`src/rtl/pixel_packer_pkg.sv`:
```
// Shared types and constants for the CMV300 pixel packer.
package pixel_packer_pkg;

    typedef enum logic [1:0] {
        IDLE,
        ARMED,
        ACTIVE,
        FLUSH
    } pp_state_t;

    localparam logic [7:0]  HDR_TAG      = 8'hA5;
    localparam int unsigned SLOTS_MODE8  = 4;
    localparam int unsigned SLOTS_MODE16 = 2;

    // Decimation factor 0 behaves like 1.
    function automatic logic [1:0] decim_eff(input logic [1:0] d);
        return (d == 2'd0) ? 2'd1 : d;
    endfunction

endpackage

```
`src/rtl/roi_filter.sv`:
```
// Row/column tracking, ROI window and decimation phase for the pixel packer.
module roi_filter
    import pixel_packer_pkg::*;
#(
    parameter int unsigned COL_W = 10,
    parameter int unsigned ROW_W = 9
) (
    input  logic             clk,
    input  logic             resetn,
    input  logic             clear,
    input  logic             armed,
    input  logic             active,
    input  logic             line_valid,
    input  logic             data_valid,
    input  logic [COL_W-1:0] x0,
    input  logic [COL_W-1:0] x1,
    input  logic [ROW_W-1:0] y0,
    input  logic [ROW_W-1:0] y1,
    input  logic [1:0]       decim,
    output logic             line_rise,
    output logic             pix_accept,
    output logic             frame_end
);
    localparam logic [COL_W-1:0] COL_ONE = COL_W'(1);
    localparam logic [ROW_W-1:0] ROW_ONE = ROW_W'(1);

    logic             lv_d;
    logic             line_fall;
    logic             en;
    logic             sample;
    logic [COL_W-1:0] col;
    logic [ROW_W-1:0] row;
    logic [1:0]       col_ph;
    logic [1:0]       row_ph;
    logic [1:0]       ph_max;
    logic             x_in;
    logic             y_in;

    assign line_rise = line_valid & ~lv_d;
    assign line_fall = ~line_valid & lv_d;
    // The line that triggers ARMED->ACTIVE is counted from its first sample.
    assign en        = active | (armed & line_rise);
    assign sample    = en & line_valid & data_valid;
    assign ph_max    = decim_eff(decim) - 2'd1;
    assign x_in      = (col >= x0) && (col <= x1);
    assign y_in      = (row >= y0) && (row <= y1);

    assign pix_accept = sample & x_in & y_in & (col_ph == 2'd0) & (row_ph == 2'd0);
    assign frame_end  = en & line_fall & ((row == y1) || (y1 < y0));

    always_ff @(posedge clk or negedge resetn) begin
        if (!resetn) begin
            lv_d   <= 1'b0;
            col    <= '0;
            row    <= '0;
            col_ph <= '0;
            row_ph <= '0;
        end else begin
            lv_d <= line_valid;
            if (clear) begin
                col    <= '0;
                row    <= '0;
                col_ph <= '0;
                row_ph <= '0;
            end else if (en) begin
                if (line_fall) begin
                    col    <= '0;
                    col_ph <= '0;
                    row    <= (row == '1) ? row : row + ROW_ONE;
                    if (row >= y0)
                        row_ph <= (row_ph == ph_max) ? 2'd0 : row_ph + 2'd1;
                end else if (sample) begin
                    col <= (col == '1) ? col : col + COL_ONE;
                    if (col >= x0)
                        col_ph <= (col_ph == ph_max) ? 2'd0 : col_ph + 2'd1;
                end
            end
        end
    end

endmodule

```
`src/rtl/pixel_packer.sv`:
```
// Crops, decimates and packs CMV300 pixels into 32-bit FIFO words.
// Optional frame header word enabled by defining PIXEL_PACKER_HEADER_EN.
module pixel_packer
    import pixel_packer_pkg::*;
#(
    parameter int unsigned PIX_W  = 10,
    parameter int unsigned COL_W  = 10,
    parameter int unsigned ROW_W  = 9,
    parameter int unsigned WORD_W = 32
) (
    input  logic              clk,
    input  logic              resetn,
    input  logic              frame_start,
    input  logic [PIX_W-1:0]  pix_d,
    input  logic              line_valid,
    input  logic              data_valid,
    input  logic [COL_W-1:0]  roi_x0,
    input  logic [COL_W-1:0]  roi_x1,
    input  logic [ROW_W-1:0]  roi_y0,
    input  logic [ROW_W-1:0]  roi_y1,
    input  logic [1:0]        decim,
    input  logic              mode,
    input  logic              fifo_full,
    output logic [WORD_W-1:0] word_data,
    output logic              word_valid,
    output logic              frame_done,
    output logic              overflow,
    output logic [19:0]       word_count
);
    pp_state_t         state, state_n;
    logic [COL_W-1:0]  cfg_x0, cfg_x1;
    logic [ROW_W-1:0]  cfg_y0, cfg_y1;
    logic [1:0]        cfg_decim;
    logic              cfg_mode;

    logic [WORD_W-1:0] pack, pack_n;
    logic [1:0]        slot, slot_n;
    logic [1:0]        last_slot;
    logic [WORD_W-1:0] lane;
    logic [WORD_W-1:0] emit_word;
    logic              emit;
    logic              done_n;
    logic              line_rise;
    logic              pix_accept;
    logic              frame_end;
    logic [7:0]        pix8;
    logic [15:0]       pix16;
`ifdef PIXEL_PACKER_HEADER_EN
    logic [15:0]       frame_cnt;
`endif

    roi_filter #(
        .COL_W (COL_W),
        .ROW_W (ROW_W)
    ) u_roi (
        .clk        (clk),
        .resetn     (resetn),
        .clear      (frame_start),
        .armed      (state == ARMED),
        .active     (state == ACTIVE),
        .line_valid (line_valid),
        .data_valid (data_valid),
        .x0         (cfg_x0),
        .x1         (cfg_x1),
        .y0         (cfg_y0),
        .y1         (cfg_y1),
        .decim      (cfg_decim),
        .line_rise  (line_rise),
        .pix_accept (pix_accept),
        .frame_end  (frame_end)
    );

    assign pix8      = pix_d[PIX_W-1 -: 8];
    assign pix16     = 16'(pix_d);
    assign last_slot = cfg_mode ? 2'(SLOTS_MODE16 - 1) : 2'(SLOTS_MODE8 - 1);

    always_comb begin
        lane = '0;
        if (cfg_mode) begin
            lane = slot[0] ? {pix16, 16'h0000} : {16'h0000, pix16};
        end else begin
            case (slot)
                2'd0:    lane = {24'h000000, pix8};
                2'd1:    lane = {16'h0000, pix8, 8'h00};
                2'd2:    lane = {8'h00, pix8, 16'h0000};
                default: lane = {pix8, 24'h000000};
            endcase
        end
    end

    always_ff @(posedge clk or negedge resetn) begin
        if (!resetn)
            state <= IDLE;
        else
            state <= state_n;
    end

    always_comb begin
        state_n   = state;
        pack_n    = pack;
        slot_n    = slot;
        emit      = 1'b0;
        emit_word = '0;
        done_n    = 1'b0;
        if (frame_start) begin
            state_n = ARMED;
            pack_n  = '0;
            slot_n  = '0;
        end else begin
            case (state)
                ARMED: begin
                    if (line_rise) begin
                        state_n = ACTIVE;
`ifdef PIXEL_PACKER_HEADER_EN
                        emit      = 1'b1;
                        emit_word = {HDR_TAG, cfg_mode, 7'd0, frame_cnt};
`endif
                    end
                end
                ACTIVE: begin
                    if (frame_end)
                        state_n = FLUSH;
                end
                FLUSH: begin
                    // Partial word goes out first; frame_done follows on the next pass.
                    if (slot != 2'd0) begin
                        emit      = 1'b1;
                        emit_word = pack;
                        pack_n    = '0;
                        slot_n    = '0;
                    end else begin
                        done_n  = 1'b1;
                        state_n = IDLE;
                    end
                end
                default: ;
            endcase
            if (pix_accept) begin
                if (slot == last_slot) begin
                    emit      = 1'b1;
                    emit_word = pack | lane;
                    pack_n    = '0;
                    slot_n    = '0;
                end else begin
                    pack_n = pack | lane;
                    slot_n = slot + 2'd1;
                end
            end
        end
    end

    always_ff @(posedge clk or negedge resetn) begin
        if (!resetn) begin
            cfg_x0     <= '0;
            cfg_x1     <= '0;
            cfg_y0     <= '0;
            cfg_y1     <= '0;
            cfg_decim  <= '0;
            cfg_mode   <= 1'b0;
            pack       <= '0;
            slot       <= '0;
            word_data  <= '0;
            word_valid <= 1'b0;
            frame_done <= 1'b0;
            overflow   <= 1'b0;
            word_count <= '0;
        end else begin
            pack       <= pack_n;
            slot       <= slot_n;
            frame_done <= done_n;
            word_valid <= emit & ~fifo_full;
            if (emit && !fifo_full)
                word_data <= emit_word;
            if (frame_start) begin
                cfg_x0     <= roi_x0;
                cfg_x1     <= roi_x1;
                cfg_y0     <= roi_y0;
                cfg_y1     <= roi_y1;
                cfg_decim  <= decim;
                cfg_mode   <= mode;
                overflow   <= 1'b0;
                word_count <= '0;
            end else if (emit) begin
                if (fifo_full)
                    overflow <= 1'b1;
                else
                    word_count <= word_count + 20'd1;
            end
        end
    end

`ifdef PIXEL_PACKER_HEADER_EN
    always_ff @(posedge clk or negedge resetn) begin
        if (!resetn)
            frame_cnt <= '0;
        else if (done_n)
            frame_cnt <= frame_cnt + 16'd1;
    end
`endif

endmodule

```
`config.mk`:
```
export PLATFORM = sky130hd
export DESIGN_NAME = pixel_packer
export DESIGN_NICKNAME = d
export VERILOG_FILES = /design/src/rtl/pixel_packer_pkg.sv /design/src/rtl/roi_filter.sv /design/src/rtl/pixel_packer.sv
export SDC_FILE = /design/constraint.sdc
export NUM_CORES = 1
export LEC_CHECK = 0
export CORE_MARGIN = 2
export CORE_UTILIZATION = 45
export DETAILED_ROUTE_END_ITERATION = 10
export PLACE_DENSITY = 0.64
export SYNTH_ARGS = -nofsm -noshare
export SYNTH_HDL_FRONTEND = slang
export SYNTH_SLANG_ARGS = --single-unit
```
`constraint.sdc`:
```
create_clock -name clk -period 3.5 [get_ports clk]
set_input_delay 0.525 -clock clk [delete_from_list [all_inputs] [get_ports clk]]
set_output_delay 0.525 -clock clk [all_outputs]
set_load 0.02 [all_outputs]
```
==> results of run 1 <==
==> cell type report <==
type | instances | share of cell area
clock inverter | 10 | 0.00910
sequential | 156 | 0.389
multi-input combinational | 574 | 0.382
inverter | 56 | 0.0209
clock buffer | 21 | 0.0479
timing repair buffer | 126 | 0.123
tap | 229 | 0.0285
==> metal layers <==
layer  track usage  wire [um]  up-vias
met5             0          0        -
met2         0.331       8760      144
met3        0.0445        905       21
met4        0.0677        280        0
met1         0.296       9300     3117
li1              -          -     3153
==> through the flow <==
stage | hold WS (ns) | instance area [sq um] | utilization | power, W
after floorplan | 0.229 | 8150 | - | 0.00225
after CTS | 0.108 | 10000 | 0.563 | 0.00425
after global placement | 0.465 | 9470 | 0.531 | 0.00245
after detailed placement | 0.465 | 9470 | 0.531 | 0.00246
final | 0.0860 | 10000 | 0.563 | 0.00421
after global routing | 0.139 | 10000 | 0.563 | 0.00441
==> where the power goes <==
| group | total [W] | leakage, nW | internal (W) | switching [W] |
|---|---|---|---|---|
| logic | 0.000504 | 2.16 | 0.000218 | 0.000286 |
| clock network | 0.00179 | 0.269 | 0.00105 | 0.000744 |
| registers | 0.00192 | 2.09 | 0.00187 | 0.0000459 |
| total | 0.00421 | 4.52 | 0.00313 | 0.00108 |
==> critical path, cell delays in order, from the launching register on <==
cell	delay, ns
dfrtp_1	0.44
ha_1	0.34
a21oi_1	0.17
o21ai_1	0.10
a2111oi_2	0.43
o221a_2	0.32
a41oi_2	0.11
or3_2	0.43
buf_4	0.31
a221oi_1	0.31
a21o_1	0.12
==> sequential cells by signal (all words and copies together) (netlist names), 9 cells and up <==
signal / cells
pack: 32
word_data: 32
word_count: 20
cfg_x0: 10
cfg_x1: 10
u_roi.col: 10
cfg_y0: 9
cfg_y1: 9
u_roi.row: 9
==> synthesized netlist by cell type, types with 2 or more instances <==
cell and instances:
a211oi_1 5, a21o_1 22, a21oi_1 26, a221oi_1 32, a221oi_2 10, a22o_1 12
a31oi_1 6, a41oi_1 2, and2_1 3, and3_1 10, and4_1 6, buf_1 20
buf_2 8, clkbuf_1 19, dfrtp_1 156, ha_1 59, inv_1 56, mux2_2 7
mux2i_1 6, nand2_1 118, nand2b_1 6, nand3_1 10, nand4_1 12, nor2_1 53
nor2b_1 7, nor3_1 13, nor3b_1 5, nor4b_1 6, o211ai_1 2, o21ai_0 84
or2_2 2, or3_1 5, xnor2_1 20, xor2_1 9
==> layout by cell type, fill, tap and decap left out, types with 7 or more instances in the layout <==
cell	count
nor2_1	53
dfrtp_1	156
xnor2_1	20
nor2b_1	7
mux2_2	7
and3_1	10
nor3_1	12
o21ai_0	84
clkbuf_16	17
buf_4	15
a21o_1	22
a221oi_1	32
a22o_1	12
nand2_1	118
ha_1	59
nand3_1	10
xor2_1	9
nand4_1	12
a21oi_1	26
a221oi_2	10
inv_1	56
clkdlybuf4s50_1	109
==> cell families (layout without fill, tap and decap cells) <==
family	after synthesis	in the layout	synth area share
AOI/OAI and AO/OA	216	216	0.185
adders and majority gates	59	59	0.0906
buffers and inverters	105	213	0.0510
and+or+nand+nor	257	257	0.146
DFF	156	156	0.479
xor gates and xnor gates	29	29	0.0312
muxes	13	13	0.0171
==> worst min-delay path by stage <==
stage                        from            end  cells after the start
global placement    word_data[19]  word_data[19]                      1
CTS                        resetn      cfg_x1[3]                      1
detailed placement   word_data[4]   word_data[4]                      1
finish                     resetn      cfg_x1[3]                      1
global route               resetn      cfg_x1[3]                      1
floorplan                  resetn   cfg_decim[0]                      0
==> impl_metrics.py, run 1 <==
metrics = {
    "critical_path": {
        "cp_max_fo": 65,
        "critical_path_class": "reg2reg",
        "r2r_start": "u_roi.col[5]",
        "critPathLaunch": "u_roi.col[5]",
        "cp-endpoint": "word_data[21]",
        "reg2reg_depth": 10,
        "reg2reg_to": "word_data[21]",
        "worst-r2r-setup-slack_ns": 0.31,
        "cp_data_required_time_ns": 3.87,
        "startpoint_type": "flip-flop",
        "worst_setup_path_end_kind": "flip-flop",
        "crit_arrival_ns": 3.55,
    },
    "cells_and_area": {
        "seq_area_sq_um": 3900,
        "multi_input_area_sq_um": 3830,
        "fill_cells": 1564,
        "fin_nets": 1047,
        "num_antenna_cells": 0,
        "area_delta_synth_final_pct": 23.3,
        "drive_gt1_frac": 0.0764,
        "fin_cells": 1172,
    },
    "floorplan": {
        "die_y_um": 139,
        "dieArea_sq_um": 19200,
        "coreArea_sq_um": 17800,
        "io_pins": 112,
        "rows": 49,
        "start_util": 0.457,
        "dieWidth_um": 139,
    },
    "placement": {
        "dp_slack_ns": 0.365,
        "dp.cells": 1141,
        "place.gp.congestion": 0.803,
        "portBuffers": 111,
        "hpwl_um": 13200,
    },
    "timing": {
        "finalSetupViolCount": 0,
        "max_slew_margin": 0.538,
        "tightest_slew_ns": 0.691,
        "rsz0062_at_grt": "no",
        "clock-skew-final_ns": 0.00739,
        "fmax_mhz": 314,
        "period_minus_slack_ns": 3.19,
        "final_hold_viol_count": 0,
        "tns_ns": 0,
        "slew_violations": 0,
        "post-route-worst-setup-slack_ns": 0.312,
        "timing.final.crit_share": 0.911,
    },
    "status": {
        "status": "finished clean",
    },
    "synthesis": {
        "synth_cell_types": 52,
        "seq_area_frac_synth": 0.479,
        "synth_edf_count": 0,
        "synth.ff_latch_count": 156,
        "syn_avg_cell_area_sq_um": 9.75,
        "synthTopCellsByArea": "dfrtp_1 48%, ha_1 9.1%, nand2_1 5.4%",
        "async_flop_share": 1.00,
        "synth_top_area_share": 0.479,
        "yosys.area.top_type": "dfrtp_1",
        "yosys_most_used_dff": "dfrtp_1",
        "syn_nets": 951,
        "netlist_area_sq_um": 8150,
        "ys_warn_count": 0,
        "synthCells": 835,
    },
    "power_and_ir_drop": {
        "p_leak_nw": 4.52,
        "peakVddDrop_mv": 0.377,
        "power.density_nw_per_um2": 419,
    },
    "global_routing": {
        "grt_pass1_vias": 6541,
        "track_usage": 0.212,
        "grt_max_degree": 66,
        "grt_pass1_wl_um": 33400,
        "grt-ovfl-total": 0,
        "antenna_found_initial": 0,
    },
    "cts": {
        "cts_buffer_depth": 2,
        "h-tree-depth": 4,
        "hold_buffers": 0,
        "cts_tree": "done",
        "root_buffer": "clkbuf_16",
        "cts_resized": 0,
        "postCtsSetupRepairBufs": 0,
        "cts_buffers": 17,
        "cts.sinks": 156,
        "clk_pin_slew_ns": 0.06,
        "clock_latency_ns": 0.43,
    },
    "detailed_routing": {
        "vias": 6435,
        "drtPass1Iterations": 5,
        "drt_iter0_drc": 403,
        "wl_per_cell_um": 16.4,
        "drc": 0,
        "routed_via_density": 5.49,
        "ant_nets": 0,
        "drt_wl_total_um": 19200,
    },
    "flow_run": {
        "maxCapViolCount": 0,
    },
    "worst_hold_path": {
        "hp-class": "in2async",
    },
}
Note: power is estimated with default switching activity, not from simulation.
==> run 2, diff against run 1 <==
--- a/config.mk
+++ b/config.mk
@@ -7,8 +7,10 @@
 export LEC_CHECK = 0
 export CORE_MARGIN = 2
 export CORE_UTILIZATION = 45
+export CTS_CLUSTER_SIZE = 10
 export DETAILED_ROUTE_END_ITERATION = 10
-export PLACE_DENSITY = 0.64
+export PLACE_DENSITY = 0.66
 export SYNTH_ARGS = -nofsm -noshare
 export SYNTH_HDL_FRONTEND = slang
 export SYNTH_SLANG_ARGS = --single-unit
+export TNS_END_PERCENT = 1
==> constraint.sdc (replaced) <==
create_clock -name clk -period 2.77 [get_ports clk]
set_input_delay 0.4155 -clock clk [delete_from_list [all_inputs] [get_ports clk]]
set_output_delay 0.4155 -clock clk [all_outputs]
set_load 0.02 [all_outputs]
==> run 2 against run 1 <==
Net effect: the run now ends with negative setup slack left; register-to-register slack worse by 0.32 ns; final cell count up 4.4%; global-route usage up 0.41 points; design area up 9.8%; setup slack worse by 0.32 ns; utilization up 5.5 points; die area unchanged; clock power up 35%; worst hold slack better by 0.36 ns; via count up 4.6%; largest cell class is now multi-input gates; largest power group unchanged; highest routed layer unchanged.
==> impl_metrics.py, run 2 (synthesized netlist as in run 1, its figures left out) <==
metrics = {
    "critical_path": {
        "startpoint_type": "flip-flop",
        "crit_arrival_ns": 3.09,
        "reg2reg_depth": 12,
        "worst_setup_path_end_kind": "flip-flop",
        "worst-r2r-setup-slack_ns": -0.01,
        "cp_max_fo": 10,
        "cp_data_required_time_ns": 3.08,
        "critical_path_class": "reg2reg",
        "reg2reg_to": "word_data[10]",
        "r2r_start": "u_roi.row[2]",
    },
    "placement": {
        "place.gp.congestion": 0.822,
        "portBuffers": 111,
        "dp_slack_ns": -0.129,
        "hpwl_um": 13700,
        "placed_area_sq_um": 9860,
        "dp.cells": 1183,
    },
    "detailed_routing": {
        "drtPass1Iterations": 5,
        "drt_wl_total_um": 21000,
        "drc": 0,
        "drt_iter0_drc": 457,
        "vias": 6729,
        "wl_per_cell_um": 17.1,
        "ant_nets": 0,
        "routed_via_density": 5.50,
    },
    "worst_hold_path": {
        "hold-path-cell-count": 2,
        "min_from": "frame_start",
        "hp-class": "in2reg",
        "whs_endpoint": "u_roi.row_ph[0]",
    },
    "timing": {
        "clock-skew-final_ns": 0.00720,
        "slew_violations": 0,
        "fmax_mhz": 359,
        "rsz0062_at_grt": "yes",
        "tightest_slew_ns": 0.729,
        "timing.final.crit_share": 1.00,
        "max_slew_margin": 0.513,
        "final_hold_viol_count": 0,
        "period_minus_slack_ns": 2.78,
        "finalSetupViolCount": 6,
        "post-route-worst-setup-slack_ns": -0.0132,
    },
    "cts": {
        "h-tree-depth": 4,
        "clk_pin_slew_ns": 0.06,
        "clock_latency_ns": 0.43,
        "cts_buffer_depth": 2,
        "cts_tree": "done",
        "root_buffer": "clkbuf_16",
        "cts_buffers": 17,
        "cts.sinks": 156,
    },
    "global_routing": {
        "grt-ovfl-total": 0,
        "antenna_found_initial": 0,
        "grt_max_degree": 62,
        "grt_pass1_wl_um": 33800,
        "grt_pass1_vias": 6737,
        "track_usage": 0.216,
    },
    "floorplan": {
        "io_pins": 112,
        "coreArea_sq_um": 17800,
        "die_y_um": 139,
        "start_util": 0.457,
        "rows": 49,
        "dieArea_sq_um": 19200,
        "dieWidth_um": 139,
    },
    "cells_and_area": {
        "final_cell_mix": "152 x dfrtp_1, 113 x nand2_1, 109 x clkdlybuf4s50_1",
        "design_area_sq_um": 11000,
        "drive_gt1_frac": 0.177,
        "fin_nets": 1100,
        "fin_cells": 1224,
        "top_regs": "pack (32), word_data (32), word_count (20)",
        "area_delta_synth_final_pct": 35.4,
        "final_common_cell": "dfrtp_1",
        "num_antenna_cells": 0,
    },
    "flow_run": {
        "maxCapViolCount": 0,
    },
    "power_and_ir_drop": {
        "peakVddDrop_mv": 0.419,
        "p_leak_nw": 4.91,
        "power_w": 0.00557,
        "power.density_nw_per_um2": 505,
    },
    "status": {
        "failed_checks": "negative setup slack",
        "status": "finished, violations left",
    },
}
[run 2: layout make-up]
cell class / instances / area, sq um
clock inverters: 7 / 113
fillers: 1437 / 6810
well taps: 229 / 287
flip-flops and latches: 156 / 3910
repair buffers: 179 / 1810
multi-input cells: 574 / 4210
clock buffers: 23 / 488
inverters: 56 / 210
[run 2: how the worst max path moves through the flow]
stage / startpoint / end / cells past startpoint
CTS: cfg_y1[3] / word_data[9] / 11
global placement: u_roi.row[2] / word_data[14] / 12
floorplan: u_roi.col[5] / word_data[21] / 11
finish: u_roi.row[2] / word_data[10] / 12
detailed placement: cfg_y1[3] / word_data[4] / 11
global route: cfg_y1[3] / word_data[2] / 12
[run 2: power breakdown]
group / total (W) / internal [W] / switching, W
logic: 0.000739 / 0.000329 / 0.000410
registers: 0.00242 / 0.00236 / 0.0000546
clock network: 0.00241 / 0.00150 / 0.000908
total: 0.00557 / 0.00419 / 0.00137
[run 2: metal layers]
layer	share of wire	vias up	track usage
met5	0	-	0
met4	0.012	0	0.0661
met3	0.050	26	0.0494
met2	0.47	170	0.341
met1	0.46	3273	0.298
li1	-	3260	-
[run 2: per-stage QoR]
| step | setup TNS, ns | util | hold WS [ns] |
|---|---|---|---|
| 6_report | -0.0325 | 0.618 | 0.443 |
| 5_1_grt | -5.23 | 0.618 | 0.473 |
| 4_1_cts | -0.0198 | 0.591 | 0.431 |
| 3_5_place_dp | -2.88 | 0.553 | 0.444 |
| 3_3_place_gp | -0.910 | 0.553 | 0.437 |
| 2_1_floorplan | 0 | - | 0.120 |
[run 2: timing repair]
action / in CTS / in global routing
setup buffers: 0 / 4
hold buffers: 1 / 0
hold endpoints to repair: 27 / 0
setup endpoints to repair: 49 / 83
pin swaps: 2 / 18
resized for setup: 8 / 74
gates cloned: 1 / 5
[run 2: critical path, stage by stage, from the launching register on]
cell and delay (ns):
dfrtp_1 0.43, buf_6 0.16, ha_4 0.26, nor2_2 0.03
or3_4 0.37, a32oi_2 0.24, buf_4 0.15, a41oi_2 0.09
or3_4 0.49, buf_12 0.19, buf_12 0.14, nand2_2 0.06
o21ai_1 0.06
